## src/rtl/uart_pkg.sv

```systemverilog
// Shared UART types, legal parameter ranges and the parity helper.
// Latency: none (types and functions only).
// Backpressure: not applicable.
package uart_pkg;

    typedef enum logic [2:0] {
        IDLE   = 3'd0,
        START  = 3'd1,
        DATA   = 3'd2,
        PARITY = 3'd3,
        STOP   = 3'd4
    } tx_state_e;

    localparam int DATA_BITS_MIN = 5;
    localparam int DATA_BITS_MAX = 9;
    localparam int STOP_BITS_MIN = 1;
    localparam int STOP_BITS_MAX = 2;

    // Even parity is the XOR of all data bits; odd parity is its inverse.
    // Callers zero-extend narrower words, which leaves the XOR unchanged.
    function automatic logic uart_parity(input logic [DATA_BITS_MAX-1:0] data,
                                         input logic                     odd);
        return (^data) ^ odd;
    endfunction

endpackage

```

## src/rtl/uart_baud_gen.sv

```systemverilog
// Baud divider: pulses bit_end in the last clk of every serial bit period.
// Latency: bit_end in the CLKS_PER_BIT-th enabled cycle, then every CLKS_PER_BIT cycles.
// Backpressure: none; the counter is held at zero whenever enable is low.
module uart_baud_gen #(
    parameter int CLKS_PER_BIT = 16
) (
    input  logic clk,
    input  logic reset,
    input  logic enable,
    output logic bit_end
);

    localparam int                CW       = $clog2(CLKS_PER_BIT);
    localparam logic [CW-1:0]     CNT_LAST = CW'(CLKS_PER_BIT - 1);

    logic [CW-1:0] cnt_q;

    // Count 0..CLKS_PER_BIT-1 while enabled, wrap at terminal count, park at 0 otherwise.
    always_ff @(posedge clk) begin
        if (reset || !enable) begin
            cnt_q <= '0;
        end else if (cnt_q == CNT_LAST) begin
            cnt_q <= '0;
        end else begin
            cnt_q <= cnt_q + CW'(1);
        end
    end

    assign bit_end = enable && (cnt_q == CNT_LAST);

endmodule

```

## src/rtl/uart_tx_core.sv

```systemverilog
// UART transmitter: start bit, DATA_BITS data bits LSB first, optional parity, 1-2 stop bits.
// Latency: start bit on tx the cycle after the handshake; frame is (1+DATA_BITS+PARITY_EN+STOP_BITS)*CLKS_PER_BIT cycles.
// Backpressure: tx_ready low while a frame is in flight, high again in its final cycle so frames can run back to back.
module uart_tx_core
    import uart_pkg::*;
#(
    parameter int DATA_BITS    = 8,
    parameter int CLKS_PER_BIT = 16,
    parameter int PARITY_EN    = 1,
    parameter int PARITY_ODD   = 0,
    parameter int STOP_BITS    = 1
) (
    input  logic                 clk,
    input  logic                 reset,
    input  logic                 tx_valid,
    input  logic [DATA_BITS-1:0] tx_data,
    output logic                 tx_ready,
    output logic                 tx,
    output logic                 busy,
    output logic                 tx_done
);

    // Reject illegal configurations while elaborating.
    if (DATA_BITS < DATA_BITS_MIN || DATA_BITS > DATA_BITS_MAX) begin : g_bad_data_bits
        $error("uart_tx_core: DATA_BITS must be 5..9");
    end
    if (CLKS_PER_BIT < 2) begin : g_bad_clks_per_bit
        $error("uart_tx_core: CLKS_PER_BIT must be >= 2");
    end
    if (PARITY_EN != 0 && PARITY_EN != 1) begin : g_bad_parity_en
        $error("uart_tx_core: PARITY_EN must be 0 or 1");
    end
    if (PARITY_ODD != 0 && PARITY_ODD != 1) begin : g_bad_parity_odd
        $error("uart_tx_core: PARITY_ODD must be 0 or 1");
    end
    if (STOP_BITS < STOP_BITS_MIN || STOP_BITS > STOP_BITS_MAX) begin : g_bad_stop_bits
        $error("uart_tx_core: STOP_BITS must be 1 or 2");
    end

    localparam int             BCW      = $clog2(DATA_BITS + 1);
    localparam logic [BCW-1:0] BIT_LAST = BCW'(DATA_BITS - 1);

    tx_state_e              state_q, state_d;
    logic [DATA_BITS-1:0]   shreg_q, shreg_d;
    logic [BCW-1:0]         bit_cnt_q, bit_cnt_d;
    logic                   stop_cnt_q, stop_cnt_d;
    logic                   par_q, par_d;
    logic                   tx_q, tx_d;
    logic                   bit_end;
    logic                   accept;
    logic [DATA_BITS_MAX-1:0] data_ext;
    logic                   par_in;

    // Bit timing: runs for the whole frame, frozen at zero while idle.
    uart_baud_gen #(
        .CLKS_PER_BIT (CLKS_PER_BIT)
    ) u_baud_gen (
        .clk     (clk),
        .reset   (reset),
        .enable  (state_q != IDLE),
        .bit_end (bit_end)
    );

    // Widen the incoming word so the shared parity helper sees a fixed width.
    always_comb begin
        data_ext                  = '0;
        data_ext[DATA_BITS-1:0]   = tx_data;
    end

    assign par_in = uart_parity(data_ext, PARITY_ODD != 0);

    // Frame sequencing, handshake and next value of the serial line.
    always_comb begin
        state_d    = state_q;
        shreg_d    = shreg_q;
        bit_cnt_d  = bit_cnt_q;
        stop_cnt_d = stop_cnt_q;
        par_d      = par_q;
        tx_ready   = 1'b0;
        tx_done    = 1'b0;
        accept     = 1'b0;
        tx_d       = 1'b1;

        unique case (state_q)
            IDLE: begin
                tx_ready = 1'b1;
                accept   = tx_valid;
            end
            START: begin
                if (bit_end) begin
                    state_d   = DATA;
                    bit_cnt_d = '0;
                end
            end
            DATA: begin
                if (bit_end) begin
                    shreg_d = shreg_q >> 1;
                    if (bit_cnt_q == BIT_LAST) begin
                        state_d    = (PARITY_EN != 0) ? PARITY : STOP;
                        stop_cnt_d = 1'b0;
                    end else begin
                        bit_cnt_d = bit_cnt_q + BCW'(1);
                    end
                end
            end
            PARITY: begin
                if (bit_end) begin
                    state_d    = STOP;
                    stop_cnt_d = 1'b0;
                end
            end
            STOP: begin
                if (bit_end) begin
                    if (STOP_BITS == 2 && !stop_cnt_q) begin
                        stop_cnt_d = 1'b1;
                    end else begin
                        // Final cycle of the frame: a new word may be taken right here.
                        tx_done  = 1'b1;
                        tx_ready = 1'b1;
                        state_d  = IDLE;
                        accept   = tx_valid;
                    end
                end
            end
            default: begin
                state_d = IDLE;
            end
        endcase

        // Parity is frozen with the word, so later tx_data changes cannot leak in.
        if (accept) begin
            state_d = START;
            shreg_d = tx_data;
            par_d   = par_in;
        end

        unique case (state_d)
            IDLE:    tx_d = 1'b1;
            START:   tx_d = 1'b0;
            DATA:    tx_d = shreg_d[0];
            PARITY:  tx_d = par_d;
            default: tx_d = 1'b1;
        endcase
    end

    // State, datapath and registered serial output.
    always_ff @(posedge clk) begin
        if (reset) begin
            state_q    <= IDLE;
            shreg_q    <= '0;
            bit_cnt_q  <= '0;
            stop_cnt_q <= 1'b0;
            par_q      <= 1'b0;
            tx_q       <= 1'b1;
        end else begin
            state_q    <= state_d;
            shreg_q    <= shreg_d;
            bit_cnt_q  <= bit_cnt_d;
            stop_cnt_q <= stop_cnt_d;
            par_q      <= par_d;
            tx_q       <= tx_d;
        end
    end

    assign tx   = tx_q;
    assign busy = (state_q != IDLE);

endmodule

```

## config.mk

```make
export PLATFORM = sky130hd
export DESIGN_NAME = uart_tx_core
export DESIGN_NICKNAME = d
export VERILOG_FILES = /design/src/rtl/uart_pkg.sv /design/src/rtl/uart_baud_gen.sv /design/src/rtl/uart_tx_core.sv
export SDC_FILE = /design/constraint.sdc
export NUM_CORES = 1
export LEC_CHECK = 0
export CAP_MARGIN = 15
export CORE_MARGIN = 1.5
export CORE_UTILIZATION = 53
export DETAILED_ROUTE_END_ITERATION = 8
export PLACE_DENSITY_LB_ADDON = 0.08
export SYNTH_ARGS = -nofsm -noshare
export SYNTH_HDL_FRONTEND = slang
export SYNTH_SLANG_ARGS = --single-unit
```

## constraint.sdc

```tcl
create_clock -name clk -period 1.9 [get_ports clk]
set_input_delay 0.285 -clock clk [delete_from_list [all_inputs] [get_ports clk]]
set_output_delay 0.285 -clock clk [all_outputs]
set_load 0.03 [all_outputs]
```

* Word level (Yosys, flattened, before mapping) *
Index checks and enable logic that the tools add are counted.

word-level totals
  register bits after elaboration = 21
  input port bits = 11
  output and inout bits = 4
  word-level logic and storage cells = 54

operators by class
  add/sub/neg operators = 2
  equality and inequality tests = 12
  mux-type cells = 21
  reductions and logical operators = 12

operator list
  kind                 number
  $mux 8               3
  $mux 3               6
  $pmux 3 s5           1
  $eq 3x2->1 const B   4
  $mux 4               3
  $reduce_xor 9->1     1
  $add 4x1->4 const B  2
  $pmux 4 s2           1
  $eq 3x1->1 const B   2
  $ne 2x2->1 const B   3
  $reduce_bool 2->1    3
  $eq 4x3->1 const B   1
  $eq 4x4->1 const B   1
  $mux 1               4
  $pmux 1 s2           2
  $reduce_and 4->1     1
  $eq 3x3->1 const B   1
  $logic_not 3->1      1
  $pmux 1 s3           1
  $reduce_bool 3->1    1
  $reduce_and 2->1     1
  $reduce_or 2->1      1
  $logic_and 1x1->1    1
  $logic_not 1->1      1
  $logic_or 1x1->1     1

* Longest topological paths before layout *
Gate-level depths: netlist of run 1.

  depth in word-level cells = 7
  depth in mapped cells = 7
  gate-level depth less buffers = 5

* By module *
A second synthesis of run 1 with hierarchy kept.

unflattened totals
  cells, all modules = 120
  area total of the unflattened synthesis = 1,062.3 um^2

by module, submodules not included
  module         instances  cells each  area each (um^2)  sequential area each (um^2)
  uart_tx_core   1          103         904.6             340.3
  uart_baud_gen  1          17          157.7             80.1

* Least setup slack after synthesis of run 1 *
No wires, ideal clock.

  path type = register to output
  from = register u_baud_gen.cnt_q[0]
  to = output port tx_done
  data arrival time = 1,318 ps
  required time = 1,615 ps
  path slack = 297 ps
  stages on the path, launching flop included = 6
  path buffers = 2
  path through = dfxtp_1 ha_1 and3_1 buf_6 buf_2 and3_1

on the way
  word-level cells in the longest chain between the ends = 4

RTL lines
  item                    RTL line             source
  start, declared         uart_baud_gen.sv:16  logic [CW-1:0] cnt_q;
  start signal, assigned  uart_baud_gen.sv:25  cnt_q <= cnt_q + CW'(1);
  $eq 4x4->1              uart_baud_gen.sv:29  assign bit_end = enable && (cnt_q == CNT_LAST);
  $logic_and 1x1->1       uart_baud_gen.sv:29
  $mux 1                  uart_tx_core.sv:113  if (bit_end) begin
  $mux 1                  uart_tx_core.sv:84   unique case (state_q)
  end, declared           uart_tx_core.sv:20   output logic tx_done

Every way passes these cells.

* Final worst setup path of run 1 *
Ends and elaborated chain as after synthesis.

==> results of run 1 <==
-- path summary, 6_finish.rpt --
kind / start / to / slack, ns / cells past startpoint
hold / removal: u_baud_gen.cnt_q[0]$_SDFF_PP0_ / u_baud_gen.cnt_q[0]$_SDFF_PP0_ / 0.47 / 1
setup / recovery: u_baud_gen.cnt_q[0]$_SDFF_PP0_ / tx_done / 0.09 / 4
setup reg to reg: u_baud_gen.cnt_q[0]$_SDFF_PP0_ / bit_cnt_q[3]$_SDFFE_PP0P_ / 0.24 / 5
hold reg to reg: u_baud_gen.cnt_q[0]$_SDFF_PP0_ / u_baud_gen.cnt_q[0]$_SDFF_PP0_ / 0.47 / 1
-- cells in the mapped netlist (all sizes together) (3+ instances only) --
cell type / count / share of area
a21oi: 7 / 0.031
a311oi: 8 / 0.061
and2: 3 / 0.016
buf: 5 / 0.032
clkbuf: 4 / 0.013
dfxtp: 21 / 0.37
inv: 5 / 0.016
nand2: 13 / 0.049
nand3: 12 / 0.053
nor2: 12 / 0.042
nor2b: 3 / 0.016
nor3: 6 / 0.026
nor3b: 3 / 0.024
xnor2: 8 / 0.061
-- through the flow --
stage                     utilization  cells  setup WS [ns]  instance area [um2]  total power (uW)
after floorplan                     -    136          0.297                 1140               567
after global placement          0.664    177          0.186                 1330               615
after detailed placement        0.664    177          0.135                 1330               618
after CTS                       0.679    181         0.0270                 1360               830
after global routing            0.686    181         0.0155                 1370               869
final                           0.686    181         0.0900                 1370               824
-- worst max-delay path, cell delays in order, from the launching register on --
cell	delay [ns]
dfxtp_1	0.38
ha_2	0.25
and3_4	0.28
and3_1	0.17
buf_4	0.15
-- logic make-up after synthesis --
| family | count (synthesis) | share of synthesized area |
|---|---|---|
| xor+xnor | 10 | 0.0766 |
| compound gates | 28 | 0.191 |
| flops | 21 | 0.368 |
| buf+inv | 14 | 0.0613 |
| fa+ha+maj | 2 | 0.0219 |
| simple gates | 61 | 0.281 |
-- layout make-up --
type | count | area, um2 | share of cell area
Tap cell | 27 | 33.8 | 0.0246
Inverter | 5 | 18.8 | 0.0137
Sequential cell | 21 | 420 | 0.306
Timing Repair Buffer | 23 | 201 | 0.147
Clock buffer | 4 | 26.3 | 0.0191
Multi-Input combinational cell | 101 | 673 | 0.490
-- metal layers --
layer / global-route usage / up-vias / share of wire / routed length, um
li1: - / 525 / - / -
met5: 0 / - / 0 / 0
met3: 0.0273 / 2 / 0.032 / 80
met1: 0.305 / 525 / 0.45 / 1150
met2: 0.387 / 30 / 0.51 / 1300
met4: 0.0694 / 0 / 0.0059 / 15
-- sequential cells by signal (all words and copies together), names as in the netlist --
name,count
shreg_q,8
bit_cnt_q,4
u_baud_gen.cnt_q,4
state_q,3
par_q,1
tx,1
-- where the power goes --
group	leakage, uW	switching, uW	internal (uW)
Combinational	0.000311	65.8	69.0
Clock	0.0000150	134	81.8
Sequential	0.000172	12.5	461
-- what timing repair did --
action                                  4_1_cts  5_1_grt
resized for setup                             3        3
endpoints found under the hold margin         0        0
endpoints found under the setup margin        3        2
-- layout by cell type, fill, tap and decap left out, types with 3 or more instances in the layout --
cell             netlist  layout
nor2_1                11      11
buf_4                  2      11
a21oi_1                7       7
clkbuf_4               0       3
inv_1                  5       5
and2_1                 3       3
a311oi_1               8       8
nand3_1               12      11
xnor2_1                8       8
nor2b_1                3       3
nand2_1               12      12
dfxtp_1               21      21
clkdlybuf4s50_1        0      11
nor3_1                 6       6
==> impl_metrics.json, run 1 <==
{
  "track_usage": 0.228,
  "dp_hpwl_mm": 1.88,
  "synth_edf_count": 0,
  "grt_pass1_wl_mm": 4.37,
  "areaGrowthSynthToFinish_pct": 20.1,
  "htree_levels": 1,
  "slew_headroom": 0.758,
  "crit_arrival_ns": 1.52,
  "vias": 1082,
  "grt_max_degree": 16,
  "nets": 168,
  "timing.final.hold_violations": 0,
  "drive_above_1_share": 0.143,
  "fp.dieW_um": 49.5,
  "clk_pin_slew_ns": 0.11,
  "p_per_area_nw_per_um2": 599,
  "drc": 0,
  "hold_ws_ns": 0.470,
  "ys_ff_latch": 21,
  "cts_buffers": 3,
  "syn_area_um2": 1140,
  "clk-insertion-delay-late_ns": 0.30,
  "die_area_um2": 2450,
  "tightest_slew_ns": 0.360,
  "ant_nets": 0,
  "finalSetupViolations": 0,
  "max_freq_ghz": 0.552,
  "rows": 16,
  "drt_iter0_markers": 23,
  "syn_inst": 136,
  "crit_type": "reg -> out",
  "ys_seq_area_frac": 0.368,
  "syn_area_per_cell_um2": 8.41,
  "start_util": 0.571,
  "coreArea_um2": 2000,
  "io_pins": 15,
  "rsz0062_at_grt": "no",
  "postCtsSetupBuffers": 0,
  "ys.flop_type": "dfxtp_1",
  "grt_pass1_vias": 992,
  "synth_async_sr_flop_share": 0,
  "cts_tree": "done",
  "setup_tns_ns": 0,
  "cts_hold_buf": 0,
  "status": "finished clean",
  "grt_overflow": 0,
  "vdd_ir_drop_max_v": 0.000404,
  "numPortBuffers": 14,
  "startpoint_type": "flip-flop",
  "slew_violations": 0,
  "dr.pass1.iters": 6,
  "die_h_um": 49.5,
  "cp_max_fo": 9,
  "via_per_inst": 5.98,
  "antenna_found_initial": 0,
  "n_antenna_cell": 0,
  "n_fill_cell": 181,
  "cap_violations": 0,
  "ys_warn_count": 0,
  "syn-num-nets": 149,
  "wl_per_cell_um": 14.0,
  "gp_congestion": 0.864,
  "fin_crit_ns": 1.81,
  "wl_mm": 2.54,
  "end_kind": "output pin",
  "clock-sinks": 21,
  "cts-root-buf": "clkbuf_4",
  "holdCritPathClass": "reg -> reg",
  "period_share": 0.953,
  "p_leak_uw": 0.000498,
  "worstPathRequired_ns": 1.62,
  "skew_ns": 0.00314,
  "synth.distinct_cells": 36,
  "clockBufferDepth": 2
}
No activity file was read; power rests on OpenSTA's default activity.
==> run 2: changes to the inputs <==
--- a/config.mk
+++ b/config.mk
@@ -7,8 +7,9 @@
 export LEC_CHECK = 0
 export CAP_MARGIN = 15
 export CORE_MARGIN = 1.5
-export CORE_UTILIZATION = 53
+export CORE_UTILIZATION = 60
 export DETAILED_ROUTE_END_ITERATION = 8
+export DONT_BUFFER_PORTS = 1
 export PLACE_DENSITY_LB_ADDON = 0.08
 export SYNTH_ARGS = -nofsm -noshare
 export SYNTH_HDL_FRONTEND = slang
==> run 2 against run 1 <==
Against the previous run: register-to-register slack is essentially flat; count of clock-buffer cells in the layout is the same; clock skew grew 0.0022 ns; total power shrank 5.3%; maximum frequency grew 0.39%; critical path depth shrank 1; critical endpoint unchanged; worst hold slack lost 0.44 ns; sequential cell count is the same; cell area shrank 12%; utilization shrank 0.40 points.
==> impl_metrics.json, run 2 (synthesized netlist as in run 1, its figures left out) <==
{
  "placed_area_um2": 1170,
  "period_share": 0.949,
  "drive_above_1_share": 0.131,
  "cp-startpoint": "u_baud_gen.cnt_q[0]$_SDFF_PP0_",
  "holdCritPathClass": "in -> reg",
  "grt_pass1_vias": 907,
  "ant_nets": 0,
  "dr.pass1.iters": 4,
  "areaGrowthSynthToFinish_pct": 5.25,
  "cp_max_fo": 7,
  "n_antenna_cell": 0,
  "p_sw_frac": 0.249,
  "worstPathRequired_ns": 1.62,
  "grt_overflow": 0,
  "clockBufferDepth": 2,
  "fin_crit_ns": 1.80,
  "vias": 983,
  "clock-sinks": 21,
  "crit_type": "reg -> out",
  "timing.final.hold_violations": 0,
  "cts-root-buf": "clkbuf_4",
  "skew_ns": 0.00532,
  "finalSetupViolations": 0,
  "worstReg2RegStart": "u_baud_gen.cnt_q[0]$_SDFF_PP0_",
  "n_fill_cell": 163,
  "drt_iter0_markers": 4,
  "clkPwrFrac": 0.273,
  "grt_pass1_wl_mm": 3.88,
  "r2r_cells": 5,
  "start_util": 0.648,
  "hold_ws_ns": 0.0344,
  "comb_power_share": 0.113,
  "reg2reg_to": "bit_cnt_q[3]$_SDFFE_PP0P_",
  "seq_power_share": 0.614,
  "slew_violations": 0,
  "numPortBuffers": 0,
  "cts_buffers": 3,
  "p_per_area_nw_per_um2": 648,
  "post-route-util": 0.682,
  "wl_per_cell_um": 14.0,
  "max_freq_ghz": 0.555,
  "p_leak_uw": 0.000429,
  "largest_reg_flops": 8,
  "end_kind": "output pin",
  "rsz0062_at_grt": "yes",
  "endpoint": "tx_done",
  "cap_violations": 0,
  "via_per_inst": 6.07,
  "startpoint_type": "flip-flop",
  "fp.dieW_um": 46.7,
  "drc": 0,
  "stdcell_area_um2": 1200,
  "wl_met1_mm": 1.04,
  "nets": 151,
  "worst-r2r-setup-slack_ns": 0.24,
  "clk-insertion-delay-late_ns": 0.30,
  "cts_hold_buf": 0,
  "io_pins": 15,
  "dr_wl_met3_um": 89,
  "gp_congestion": 0.768,
  "wl_mm": 2.27,
  "slew_headroom": 0.737,
  "cts_tree": "done",
  "antenna_found_initial": 0,
  "vdd_ir_drop_max_v": 0.000502,
  "largest-register": "shreg_q",
  "tightest_slew_ns": 0.393,
  "coreArea_um2": 1760,
  "reg_top3": "shreg_q x8, bit_cnt_q x4, u_baud_gen.cnt_q x4",
  "met2WireLength_mm": 1.09,
  "p_sw_uw": 195,
  "highest_layer": "met4",
  "final_common_cell": "dfxtp_1",
  "die_h_um": 46.7,
  "track_usage": 0.252,
  "most-common-layout-cells": "dfxtp_1, nand2_1, nand3_1, nor2_1",
  "dp_hpwl_mm": 1.73,
  "grt_max_degree": 17,
  "clk_pin_slew_ns": 0.11,
  "die_area_um2": 2180,
  "crit_arrival_ns": 1.52,
  "rows": 15,
  "htree_levels": 1,
  "p_int_uw": 586,
  "status": "finished clean"
}
==> run 2: cell type report <==
cell class,count,area (um2),area share
Sequential cell,21,420,0.349
Multi-Input combinational cell,101,662,0.550
Tap cell,25,31.3,0.0260
Inverter,5,18.8,0.0156
Timing Repair Buffer,6,45.0,0.0374
Clock buffer,4,26.3,0.0218
==> run 2: worst max-delay path, stage by stage (launching register included) <==
cell and delay (ns):
dfxtp_1 0.37, ha_1 0.22, and3_2 0.31, and3_2 0.32
==> run 2: worst min-delay path by stage <==
stage	startpoint	end	slack [ns]	cells past startpoint
finish	reset	bit_cnt_q[0]$_SDFFE_PP0P_	0.03	1
floorplan	reset	bit_cnt_q[3]$_SDFFE_PP0P_	0.35	1
global route	reset	bit_cnt_q[3]$_SDFFE_PP0P_	0.01	1
global placement	reset	bit_cnt_q[3]$_SDFFE_PP0P_	0.35	1
detailed placement	reset	bit_cnt_q[3]$_SDFFE_PP0P_	0.36	1
CTS	reset	bit_cnt_q[3]$_SDFFE_PP0P_	0.03	1
==> run 2: through the flow <==
stage	setup WS [ns]	total power (uW)	cells	TNS, ns
CTS	0.0350	787	162	0
detailed placement	0.210	577	158	0
global route	-0.0193	817	162	-0.0213
floorplan	0.297	567	136	0
finish	0.0971	780	162	0
global placement	0.258	573	158	0
==> run 2: power groups by stage <==
stage	sequential (uW)	clock, uW	combinational [uW]
global route	482	238	98.1
CTS	479	219	88.7
global placement	488	0	85.0
detailed placement	489	0	88.3
finish	479	213	88.3
floorplan	482	0	84.2
==> run 2: repair_timing <==
item / 4_1_cts / 5_1_grt
setup buffers: 0 / 0
gates resized for setup: 3 / 1
endpoints found under the setup margin: 2 / 2
==> run 2: metal layers <==
metal	vias to the layer above	track usage
met5	-	0
met4	0	0.100
met3	6	0.0588
met2	17	0.411
met1	467	0.318
li1	493	-
